**src/rtl/mcp_adder_arbiter_pkg.sv**
```systemverilog
// Shared constants for the round-robin shared adder/subtractor used by the multicycle datapath.
// Saturation limits here are for the default word length; MCP_ARB_SATURATE_EN enables clamping in the top.
package mcp_adder_arbiter_pkg;

    localparam int DEFAULT_WL   = 32;
    localparam int DEFAULT_NREQ = 3;
    localparam int DEFAULT_PW   = 3;

    localparam logic OP_ADD = 1'b0;
    localparam logic OP_SUB = 1'b1;

    localparam logic [DEFAULT_WL-1:0] SAT_MAX = {1'b0, {(DEFAULT_WL-1){1'b1}}};
    localparam logic [DEFAULT_WL-1:0] SAT_MIN = {1'b1, {(DEFAULT_WL-1){1'b0}}};

endpackage

```
**src/rtl/mcp_rr_picker.sv**
```systemverilog
// Combinational round-robin picker: grants the first active request at or after ptr, wrapping.
// An out-of-range pointer is treated as pointing at index 0.
module mcp_rr_picker #(
    parameter int NREQ = 3,
    parameter int PW   = 3
) (
    input  logic [NREQ-1:0] req,
    input  logic [PW-1:0]   ptr,
    output logic [NREQ-1:0] gnt,
    output logic [PW-1:0]   idx
);

    int   start;
    logic found;

    // Walk priority distance outward from the pointer; the first hit wins.
    always_comb begin
        gnt   = '0;
        idx   = '0;
        found = 1'b0;
        start = (int'(ptr) < NREQ) ? int'(ptr) : 0;
        for (int d = 0; d < NREQ; d++) begin
            for (int j = 0; j < NREQ; j++) begin
                if (!found && req[j] && (((start + d) % NREQ) == j)) begin
                    found  = 1'b1;
                    gnt[j] = 1'b1;
                    idx    = PW'(j);
                end
            end
        end
    end

endmodule

```
**src/rtl/mcp_adder_arbiter.sv**
```systemverilog
// One WL-bit add/sub unit shared round-robin among NREQ requesters, result registered one cycle after grant.
// Define MCP_ARB_SATURATE_EN to clamp Sum on signed overflow instead of wrapping.
module mcp_adder_arbiter
    import mcp_adder_arbiter_pkg::*;
#(
    parameter int WL   = DEFAULT_WL,
    parameter int NREQ = DEFAULT_NREQ,
    parameter int PW   = DEFAULT_PW
) (
    input  logic             CLK,
    input  logic             RST,
    input  logic [NREQ-1:0]  Req,
    input  logic [NREQ-1:0]  Sub,
    input  logic [NREQ*WL-1:0] OpA,
    input  logic [NREQ*WL-1:0] OpB,
    output logic [NREQ-1:0]  Gnt,
    output logic [NREQ-1:0]  RspValid,
    output logic [WL-1:0]    Sum,
    output logic             OVF_F,
    output logic             Busy
);

    logic [PW-1:0]   ptr;
    logic [PW-1:0]   ptr_next;
    logic [NREQ-1:0] pick_gnt;
    logic [PW-1:0]   pick_idx;
    logic            grant_valid;
    logic [WL-1:0]   a_sel;
    logic [WL-1:0]   b_sel;
    logic            sub_sel;
    logic [WL-1:0]   b_mod;
    logic [WL-1:0]   sum_raw;
    logic [WL-1:0]   sum_final;
    logic            ovf;

    mcp_rr_picker #(
        .NREQ (NREQ),
        .PW   (PW)
    ) u_picker (
        .req (Req),
        .ptr (ptr),
        .gnt (pick_gnt),
        .idx (pick_idx)
    );

    assign Gnt         = RST ? '0 : pick_gnt;
    assign grant_valid = |Gnt;
    assign ptr_next    = (int'(pick_idx) >= NREQ - 1) ? '0 : pick_idx + PW'(1);

    // One-hot operand mux; subtraction is A + ~B + 1 so overflow uses the inverted B sign.
    always_comb begin
        a_sel   = '0;
        b_sel   = '0;
        sub_sel = OP_ADD;
        for (int j = 0; j < NREQ; j++) begin
            if (pick_gnt[j]) begin
                a_sel   = OpA[j*WL +: WL];
                b_sel   = OpB[j*WL +: WL];
                sub_sel = Sub[j];
            end
        end
        b_mod   = (sub_sel == OP_SUB) ? ~b_sel : b_sel;
        sum_raw = a_sel + b_mod + WL'(sub_sel);
        ovf     = (a_sel[WL-1] == b_mod[WL-1]) && (sum_raw[WL-1] != a_sel[WL-1]);
`ifdef MCP_ARB_SATURATE_EN
        if (ovf)
            sum_final = a_sel[WL-1] ? {1'b1, {(WL-1){1'b0}}} : {1'b0, {(WL-1){1'b1}}};
        else
            sum_final = sum_raw;
`else
        sum_final = sum_raw;
`endif
    end

    always_ff @(posedge CLK) begin
        if (RST) begin
            RspValid <= '0;
            Sum      <= '0;
            OVF_F    <= 1'b0;
            Busy     <= 1'b0;
            ptr      <= '0;
        end else begin
            RspValid <= Gnt;
            Busy     <= grant_valid;
            if (grant_valid) begin
                Sum   <= sum_final;
                OVF_F <= ovf;
                ptr   <= ptr_next;
            end
        end
    end

endmodule

```
**config.mk**
```make
export PLATFORM = sky130hd
export DESIGN_NAME = mcp_adder_arbiter
export DESIGN_NICKNAME = d
export VERILOG_FILES = /design/src/rtl/mcp_adder_arbiter_pkg.sv /design/src/rtl/mcp_rr_picker.sv /design/src/rtl/mcp_adder_arbiter.sv
export SDC_FILE = /design/constraint.sdc
export NUM_CORES = 1
export LEC_CHECK = 0
export CORE_MARGIN = 4
export CORE_UTILIZATION = 31
export DETAILED_ROUTE_END_ITERATION = 8
export PLACE_DENSITY = 0.59
export SLEW_MARGIN = 0
export SYNTH_ARGS = -nofsm -noshare
export SYNTH_HDL_FRONTEND = slang
export SYNTH_HIERARCHICAL = 1
export SYNTH_SLANG_ARGS = --single-unit
```
**constraint.sdc**
```tcl
create_clock -name CLK -period 14.4 [get_ports CLK]
set_input_delay 4.32 -clock CLK [delete_from_list [all_inputs] [get_ports CLK]]
set_output_delay 4.32 -clock CLK [all_outputs]
set_load 0.02 [all_outputs]
```
==> summary.md, run 1 <==
| Metric | Value |
|---|---|
| Status | finished, final reports clean |
| FF-to-FF path depth | 28 |
| Top cells by instance count after synthesis | nand2_1 (96), o21ai_0 (83), a22oi_1 (61) |
| Layout fillers | ~1800 |
| Clock latency of the later-clocked register in the worst-skew pair | around 0.28 ns |
| Clock sinks | 40 |
| Sum of negative setup slack | 0 ns |
| Layer with the highest usage after global routing | met2 |
| Dominant cell type by area after synthesis | dfxtp_1 |
| Post-route minimum period | around 12 ns |
| Dpl ws | between 2 and 3 ns |
| Net count reported at finish | about 1200 |
| Synth Flop Type | dfxtp_1 |
| Die extent in y | ~140 um |
| Most common cell type on the critical path | clkdlybuf4s50_1 |
| CP startpoint kind | primary input |
| Count of maximum capacitance violations | 0 |
| Root buffer cell | clkbuf_16 |
| Final weighted congestion in routability-driven placement | 0.883 |
| Post-layout instance count excluding filler cells | about 1200 |
| Count of mapped cells out of synthesis | 781 |
| Worst setup slack after layout | 2.84 ns |
| Final setup violating endpoints | 0 |
| Via total after detailed routing | ~6300 |
| Initial antenna violation count | 0 |
| Startpoint of the worst setup timing path | Req[1] |
| Post-DR vias/cell | 5.22 |
| Post-synth design cell area | roughly 0.0056 sq mm |
| Maximum clock frequency | between 80 and 90 MHz |
| Fraction of met2 tracks used by global routing | around 30% |
| Top-Level Pins | 240 |
| Clock transition at the registers of the reported paths | roughly 0.060 ns |
| Element type at the critical path end | output port |
| Delay contributed by the slowest stage of the critical path | between 0.6 and 0.7 ns |
| Number of flops mapped to enable cells by yosys | 0 |
| Met3 usage | under 10% |
| Yosys synthesis warning count | 6 |
| Crit path arrival time | 7.24 ns |
| Fraction of met1 tracks used by global routing | ~28% |
| Worst clock skew on the final layout | roughly 0.0065 ns |
| Distinct cells, synth | 84 |
| Detailed placer's ending HPWL | ~17000 um |
| Required time of the critical path | 10.08 ns |
| Share of the synthesized area in the top cell type | around 14% |
| # resized after CTS | 0 |
| Mean routed wirelength per cell | 17.1 um |
| Total iterations of the first detailed-routing run | 5 |
| All-Layer GR Usage | 19.2% |
| Fraction of final layout cells with drive strength greater than 1 | slightly above 5% |
| Wire length of the first global-routing pass | roughly 32000 um |
| Cell count after placement | 1206 |
| Startpoint of the worst-slack reg-to-reg timing path | ptr[1] |
| Buffer levels on the longest clock path | 2 |
| FFs w/ async S/R, synth | 0% |
| Cell with the most instances after synthesis | nand2_1 |
| Post-CTS Setup Repair Bufs | 0 |
| Placeable core region | 0.0175 sq mm |
| Critical path buffers and inverters | 3 |
| Register-to-register setup slack | 5.76 ns |
| Startpoint of the most critical hold path | Sum[15] |
| Hold violation total from the final report | 0 |
| GR Overflow Total | 0 |
| Slew @ Worst Pin | between 0.8 and 0.9 ns |
| Average cell area after synthesis | just over 7 sq um |
| Critical Path Slowest Stage Cell | o32ai_4 |
| Number of buffers created by CTS | 5 |
| Worst min path class | reg2reg |
| CP Class | in2out |
| Residual antenna-violating net count after detailed routing | 0 |
| Number of cells on the worst hold path | 2 |
| Std-Cell Rows | between 40 and 50 |
| Slew margin rel. | 42.4% |
| Destination of the worst hold path | Sum[15] |
| Number of buffers added to fix hold violations after cts | 0 |
| Part of the Yosys area used for sequential elements | 14.3% |
| Unrepaired setup endpoints after global routing | no |
| Top cells by area in the synthesized netlist | dfxtp_1 (14%), ha_1 (11%), a22oi_1 (8.1%), o21ai_0 (7.4%), nand2_1 (6.4%) |
| Initial core utilization | around a third |
| Overall die area | 0.0203 sq mm |
| Number of global-route vias before repair | about 6000 |
| Maximum level of the CTS H-tree | 2 |
| Chip width | about 140 um |
| PortBufs | between 200 and 250 |
| Synthesized flop and latch total | 40 |
| Pin count of the biggest net entering global routing | about 110 |
| CTS tree | yes |
| Antenna diode instance count | 0 |
| Number of violations reported at the end of detailed-routing iteration 0 | 414 |
| Routed wire length | 20700 um |
| # DRC | 0 |
| Portion of the clock cycle consumed by the worst path in the final layout | 80.3% |
| CP Max Fanout | 23 |
| Crit-path leading delay family | buffers and inverters |
| Final Slew Violations | 0 |
| Critical path, cell by cell | clkdlybuf4s50_1 -> nand2_1 -> mux2i_1 -> o31a_1 -> o32ai_4 -> inv_1 -> nor2_1 -> clkdlybuf4s50_1 |
| Worst R2R End | Sum[30] |
| Area growth from synthesis to final layout | 48.9% |
==> worst register-to-register path, delay by kind of cell, from the launching register on <==
kind                       cells  cell delay, ns
buffers and inverters          3            1.05
xor gates and xnor gates       2            0.38
AOI/OAI and AO/OA             13            3.52
and+or+nand+nor                5            1.34
adders and majority gates      5            1.79
DFF                            1            0.43
==> cells by family after synthesis <==
logic type                 share of synthesized area [%]
buffers and inverters                               5.61
DFF                                                 14.3
adders and majority gates                           11.5
xor gates and xnor gates                            8.73
AOI/OAI and AO/OA                                   35.8
other                                              0.134
and+or+nand+nor                                     22.3
muxes                                               1.67
==> worst max path at each step <==
stage          slack (ns)  cells after the start     end
2_1_floorplan        4.12                      5  Gnt[0]
3_5_place_dp         2.83                      8  Gnt[2]
6_report             2.84                      8  Gnt[2]
3_3_place_gp         2.86                      8  Gnt[2]
5_1_grt              2.54                      8  Gnt[2]
4_1_cts              2.83                      8  Gnt[2]
==> placed cells by master, fill, tap and decap left out, drive strengths merged, types with 3 or more instances in the layout <==
master         netlist  routed
nand3b               5       5
ha                  50      50
nor4                 5       5
a221oi               3       3
or4                  4       4
nor3b                5       5
a31o                 5       5
and3                12      12
a21o                22      22
o211ai               4       4
or2                  5       5
clkbuf              42       6
o21ai               91      91
o32ai                5       5
nand2               97      97
nand4                4       4
clkdlybuf4s50        0     239
or3                  5       5
o31ai                8       8
xnor2               18      18
a22oi               61      61
xor2                38      38
o21a                 7       7
dfxtp               40      40
buf                 10       7
a211oi              11      11
a31oi               15      15
inv                 27      27
nor2b                7       7
a2bb2oi              3       3
nand2b               4       4
o21bai               9       9
or3b                 3       3
a21oi               42      42
mux2i                7       7
nor3                14      14
conb                 2       8
nand3               38      38
and2                 3       3
nor2                22      22
==> per-layer routing <==
| layer | share of wire (%) | vias to the layer above |
|---|---|---|
| li1 | - | 3313 |
| met1 | 47 | 2812 |
| met2 | 45 | 202 |
| met3 | 6.5 | 15 |
| met4 | 1.4 | 0 |
| met5 | 0 | - |
==> sequential cells by signal (all words and copies together) (netlist names) <==
signal    count
Sum          32
OVF_F         1
RspValid      3
Busy          1
ptr           3
==> cell type report <==
type,instances,area (sq um),share of cell area (%)
multi-input cells,667,4580,54.7
repair buffers,246,2440,29.2
flip-flops and latches,40,801,9.57
well taps,225,282,3.37
clock buffers,6,139,1.66
inverters,28,105,1.26
clock inverters,2,15.0,0.179
==> stage by stage <==
step	util (%)	hold slack, ns	cell area, sq um
2_1_floorplan	-	0.481	5640
3_3_place_gp	46.8	0.446	8210
3_5_place_dp	46.8	0.457	8210
4_1_cts	47.7	0.466	8370
5_1_grt	47.7	0.479	8370
6_report	47.7	0.465	8370
Power of run 1 is left out: the tool's default activity adds up to more than one toggle a clock period on the data nets, which glitch-free logic cannot reach.
==> run 2, diff against run 1 <==
--- a/config.mk
+++ b/config.mk
@@ -8,7 +8,7 @@
 export CORE_MARGIN = 4
 export CORE_UTILIZATION = 31
 export DETAILED_ROUTE_END_ITERATION = 8
-export PLACE_DENSITY = 0.59
+export PLACE_DENSITY = 0.61
 export SLEW_MARGIN = 0
 export SYNTH_ARGS = -nofsm -noshare
 export SYNTH_HDL_FRONTEND = slang
==> constraint.sdc (replaced) <==
create_clock -name CLK -period 10.1 [get_ports CLK]
set_input_delay 3.03 -clock CLK [delete_from_list [all_inputs] [get_ports CLK]]
set_output_delay 3.03 -clock CLK [all_outputs]
set_load 0.02 [all_outputs]
==> run 2 against run 1 <==
Design area grew 0.61%. Global-route usage grew 0.068 points. Hold slack lost 0.0051 ns. Wire length grew 0.91%. Critical path type is now reg2out.
==> summary.md, run 2 (same netlist as run 1, synthesis figures left out) <==
| Metric | Value |
|---|---|
| Startpoint of the most critical hold path | Sum[8] |
| Delay contributed by the slowest stage of the critical path | approximately 0.64 ns |
| Clock sinks | 40 |
| Commonest cells after routing, fill and taps aside | clkdlybuf4s50_1 (239), nand2_1 (96), o21ai_0 (82) |
| Area growth from synthesis to final layout | 49.8% |
| Routed wire length | approximately 21000 um |
| PortBufs | ~240 |
| Pin count of the biggest net entering global routing | 87 |
| Leading registers by flop count | Sum (32), RspValid (3), ptr (3) |
| Number of global-route vias before repair | between 6000 and 7000 |
| # DRC | 0 |
| Unrepaired setup endpoints after global routing | no |
| Hold Slack | roughly 0.46 ns |
| Status | finished, final reports clean |
| Number of buffers added to fix hold violations after cts | 0 |
| Placeable core region | around 0.018 sq mm |
| Buffer levels on the longest clock path | 2 |
| Most flops, register | Sum |
| Worst clock skew on the final layout | approximately 0.0044 ns |
| Chip width | between 100 and 150 um |
| Leading cell type in the layout, fill and taps excluded | clkdlybuf4s50_1 |
| Worst min path class | reg2reg |
| CP Class | reg2out |
| CP Max Fanout | 8 |
| Overall die area | slightly above 0.02 sq mm |
| Maximum level of the CTS H-tree | 2 |
| Detailed placer's ending HPWL | approximately 18000 um |
| Via total after detailed routing | around 6400 |
| Sum of negative setup slack | 0 ns |
| Clock transition at the registers of the reported paths | about 0.06 ns |
| Max FFs per register | 32 |
| Critical path, cell by cell | or3b_4 -> inv_2 -> ha_1 -> inv_1 -> a21oi_1 -> ha_1 -> ha_1 -> a221oi_2 -> xnor2_1 -> ha_1 -> and3b_1 -> o32ai_1 -> nor4_1 -> a221oi_1 -> and4b_1 -> o31a_1 -> o32ai_1 -> buf_4 -> nor2b_1 -> clkdlybuf4s50_1 |
| Critical Path Slowest Stage Cell | clkdlybuf4s50_1 |
| Portion of the clock cycle consumed by the worst path in the final layout | 87.1% |
| Post-DR vias/cell | about 5.3 |
| Element type at the critical path end | output port |
| Final setup violating endpoints | 0 |
| Number of violations reported at the end of detailed-routing iteration 0 | roughly 400 |
| Final Slew Violations | 0 |
| Antenna diode instance count | 0 |
| Hold violation total from the final report | 0 |
| Die extent in y | between 100 and 150 um |
| Maximum clock frequency | approximately 110 MHz |
| Startpoint of the worst-slack reg-to-reg timing path | ptr[1] |
| Residual antenna-violating net count after detailed routing | 0 |
| Std-Cell Rows | 48 |
| Slew margin rel. | roughly two fifths |
| Worst setup slack after layout | 1.30 ns |
| All-Layer GR Usage | between 10% and 20% |
| Post-route minimum period | 8.80 ns |
| Mean routed wirelength per cell | between 15 and 20 um |
| Wire length of the first global-routing pass | 32000 um |
| Net count reported at finish | roughly 1200 |
| Required time of the critical path | about 7 ns |
| Post-CTS Setup Repair Bufs | 0 |
| # resized after CTS | 0 |
| Number of buffers created by CTS | 5 |
| Initial core utilization | approximately a third |
| Final weighted congestion in routability-driven placement | roughly 0.9 |
| CTS tree | yes |
| Crit path arrival time | 5.77 ns |
| Count of maximum capacitance violations | 0 |
| GR Overflow Total | 0 |
| Total iterations of the first detailed-routing run | 5 |
| Fraction of final layout cells with drive strength greater than 1 | 5.44% |
| Startpoint of the worst setup timing path | ptr[1] |
| Most common cell type on the critical path | ha_1 |
| CP startpoint kind | register |
| Initial antenna violation count | 0 |
| Root buffer cell | clkbuf_16 |
| Clock latency of the later-clocked register in the worst-skew pair | 0.27 ns |
| Slew @ Worst Pin | around 0.87 ns |
| Dpl ws | about 1.6 ns |
| Top-Level Pins | 240 |
run 2: stage by stage:
| step | util (%) | std cells | instance area (sq um) |
|---|---|---|---|
| after CTS | 48.0 | 1217 | 8420 |
| after global placement | 47.0 | 1209 | 8230 |
| final | 48.0 | 1217 | 8420 |
| after global routing | 48.0 | 1217 | 8420 |
| after detailed placement | 47.0 | 1209 | 8230 |
| after floorplan | - | 787 | 5640 |
run 2: final cells by class:
cell class / count / area (sq um)
Sequential cell: 40 / 801
Clock inverter: 1 / 30.0
Multi-Input combinational cell: 667 / 4580
Fill cell: 1770 / 9120
Timing Repair Buffer: 249 / 2470
Inverter: 28 / 105
Tap cell: 225 / 282
Clock buffer: 7 / 153
run 2: layer usage:
metal	share of wire (%)	global-route usage [%]	up-vias
li1	-	-	3312
met5	0	0	-
met2	47	33.1	240
met3	5.9	2.88	11
met1	46	26.5	2857
met4	0.65	2.15	0
run 2: worst paths after layout:
kind | end | slack (ns) | cells past startpoint
hold / removal | Sum[8] | 0.46 | 2
setup reg to reg | Sum[30] | 1.44 | 32
setup / recovery | Gnt[0] | 1.30 | 20
hold reg to reg | Sum[8] | 0.46 | 2
run 2: worst max-delay path, delay by kind of cell (launching register included):
| family | cells | cell delay, ns |
|---|---|---|
| buffers and inverters | 4 | 1.15 |
| DFF | 1 | 0.42 |
| adders and majority gates | 4 | 1.24 |
| xor gates and xnor gates | 1 | 0.24 |
| AOI/OAI and AO/OA | 6 | 1.02 |
| and+or+nand+nor | 5 | 1.42 |
Power of run 2 is left out for the same reason.
==> run 3, diff against run 2 <==
--- a/config.mk
+++ b/config.mk
@@ -5,7 +5,7 @@
 export SDC_FILE = /design/constraint.sdc
 export NUM_CORES = 1
 export LEC_CHECK = 0
-export CORE_MARGIN = 4
+export CORE_MARGIN = 2
 export CORE_UTILIZATION = 31
 export DETAILED_ROUTE_END_ITERATION = 8
 export PLACE_DENSITY = 0.61
==> run 3 against run 2 <==
Critical endpoint is now Gnt[2]. Via count about the same. First-iteration DRC count down 6.5%. Die area down 5.5%. Sequential cell count unchanged. Global-route usage up 0.98 points. Clock skew up 0.0038 ns. Register-to-register slack better by 0.09 ns. Worst setup slack better by 0.15 ns. Non-clock buffer count unchanged.
==> summary.md, run 3 (same netlist as run 1, synthesis figures left out) <==
| Metric | Value |
|---|---|
| Status | finished, final reports clean |
| Dpl ws | about 1.6 ns |
| Most flops, register | Sum |
| Count of maximum capacitance violations | 0 |
| Worst min path class | reg2reg |
| Placeable core region | between 0.015 and 0.02 sq mm |
| Clock transition at the registers of the reported paths | around 0.06 ns |
| Area growth from synthesis to final layout | 49.7% |
| Maximum level of the CTS H-tree | 2 |
| Unrepaired setup endpoints after global routing | no |
| Number of buffers created by CTS | 5 |
| Maximum clock frequency | around 120 MHz |
| Number of buffers added to fix hold violations after cts | 0 |
| Element type at the critical path end | output port |
| Fraction of final layout cells with drive strength greater than 1 | between 5 and 6% |
| Overall die area | approximately 0.019 sq mm |
| Detailed placer's ending HPWL | between 15000 and 20000 um |
| Slew margin rel. | between 30% and 40% |
| Portion of the clock cycle consumed by the worst path in the final layout | 85.7% |
| Number of global-route vias before repair | ~6200 |
| Clock latency of the later-clocked register in the worst-skew pair | between 0.2 and 0.3 ns |
| Top-Level Pins | 240 |
| Final Util | 47.0% |
| Startpoint of the worst-slack reg-to-reg timing path | ptr[1] |
| Total iterations of the first detailed-routing run | 5 |
| Startpoint of the most critical hold path | Sum[8] |
| Number of violations reported at the end of detailed-routing iteration 0 | approximately 380 |
| Buffer levels on the longest clock path | 2 |
| Clock sinks | 40 |
| Via total after detailed routing | 6417 |
| Commonest cells after routing, fill and taps aside | clkdlybuf4s50_1 (239), nand2_1 (96), o21ai_0 (82) |
| CTS tree | yes |
| Leading registers by flop count | Sum (32), RspValid (3), ptr (3) |
| Required time of the critical path | approximately 7 ns |
| Net count reported at finish | ~1200 |
| Wire length of the first global-routing pass | about 32000 um |
| Pin count of the biggest net entering global routing | 127 |
| CP startpoint kind | register |
| CP Class | reg2out |
| Layout fillers | roughly 1900 |
| Sum of negative setup slack | 0 ns |
| Crit path arrival time | 5.63 ns |
| Die extent in y | 139 um |
| Root buffer cell | clkbuf_16 |
| Mean routed wirelength per cell | roughly 17 um |
| PortBufs | 239 |
| Final setup violating endpoints | 0 |
| Initial core utilization | a little under a third |
| # DRC | 0 |
| Leading cell type in the layout, fill and taps excluded | clkdlybuf4s50_1 |
| Post-DR vias/cell | about 5.3 |
| Startpoint of the worst setup timing path | ptr[1] |
| Std-Cell Rows | just under 50 |
| # resized after CTS | 0 |
| Final Slew Violations | 0 |
| Initial antenna violation count | 1 |
| CP Max Fanout | 8 |
| Chip width | roughly 140 um |
| Slew @ Worst Pin | 0.987 ns |
| Routed wire length | 20400 um |
| Worst setup slack after layout | roughly 1.4 ns |
| Post-CTS Setup Repair Bufs | 0 |
| Max FFs per register | 32 |
| Worst clock skew on the final layout | around 0.0082 ns |
| Final weighted congestion in routability-driven placement | 0.894 |
| Hold violation total from the final report | 0 |
| All-Layer GR Usage | 20.3% |
| Post-route minimum period | between 8 and 9 ns |
| Residual antenna-violating net count after detailed routing | 0 |
| GR Overflow Total | 0 |
## run 3: final timing paths
check	slack, ns	cells after the start	to
max reg2reg	1.53	31	Sum[26]
min	0.46	2	Sum[8]
min reg2reg	0.46	2	Sum[8]
max	1.44	20	Gnt[2]
## run 3: worst max-delay path, stage by stage, from the launching register on
cell,delay [ns]
dfxtp_1,0.41
or3b_4,0.45
inv_2,0.15
ha_1,0.31
inv_1,0.14
a21oi_1,0.15
ha_1,0.25
ha_1,0.34
a221oi_2,0.10
xnor2_1,0.17
ha_1,0.28
and3b_1,0.21
o32ai_1,0.28
nor2_1,0.07
a221oi_1,0.31
o2111ai_1,0.22
and2_1,0.23
o32ai_4,0.24
inv_1,0.18
nor2_1,0.21
clkdlybuf4s50_1,0.64
## run 3: layout make-up
class	count	area (sq um)	area share [%]
well taps	229	287	3.41
multi-input cells	667	4580	54.4
diodes	1	2.50	0.0297
flip-flops and latches	40	801	9.52
clock inverters	3	46.3	0.550
clock buffers	5	125	1.49
repair buffers	249	2470	29.3
inverters	28	105	1.25
## run 3: through the flow
| stage | instance area (sq um) | cells | hold slack, ns |
|---|---|---|---|
| 5_1_grt | 8410 | 1222 | 0.484 |
| 3_5_place_dp | 8240 | 1213 | 0.450 |
| 4_1_cts | 8410 | 1221 | 0.458 |
| 3_3_place_gp | 8240 | 1213 | 0.441 |
| 6_report | 8410 | 1222 | 0.455 |
| 2_1_floorplan | 5640 | 787 | 0.481 |
## run 3: metal layers
metal  share of wire, %  GRT usage [%]
met1                 45           26.7
met2                 48           35.3
met3                5.3           2.42
met4                1.6           5.32
met5                  0              0
Power of run 3 is left out for the same reason.
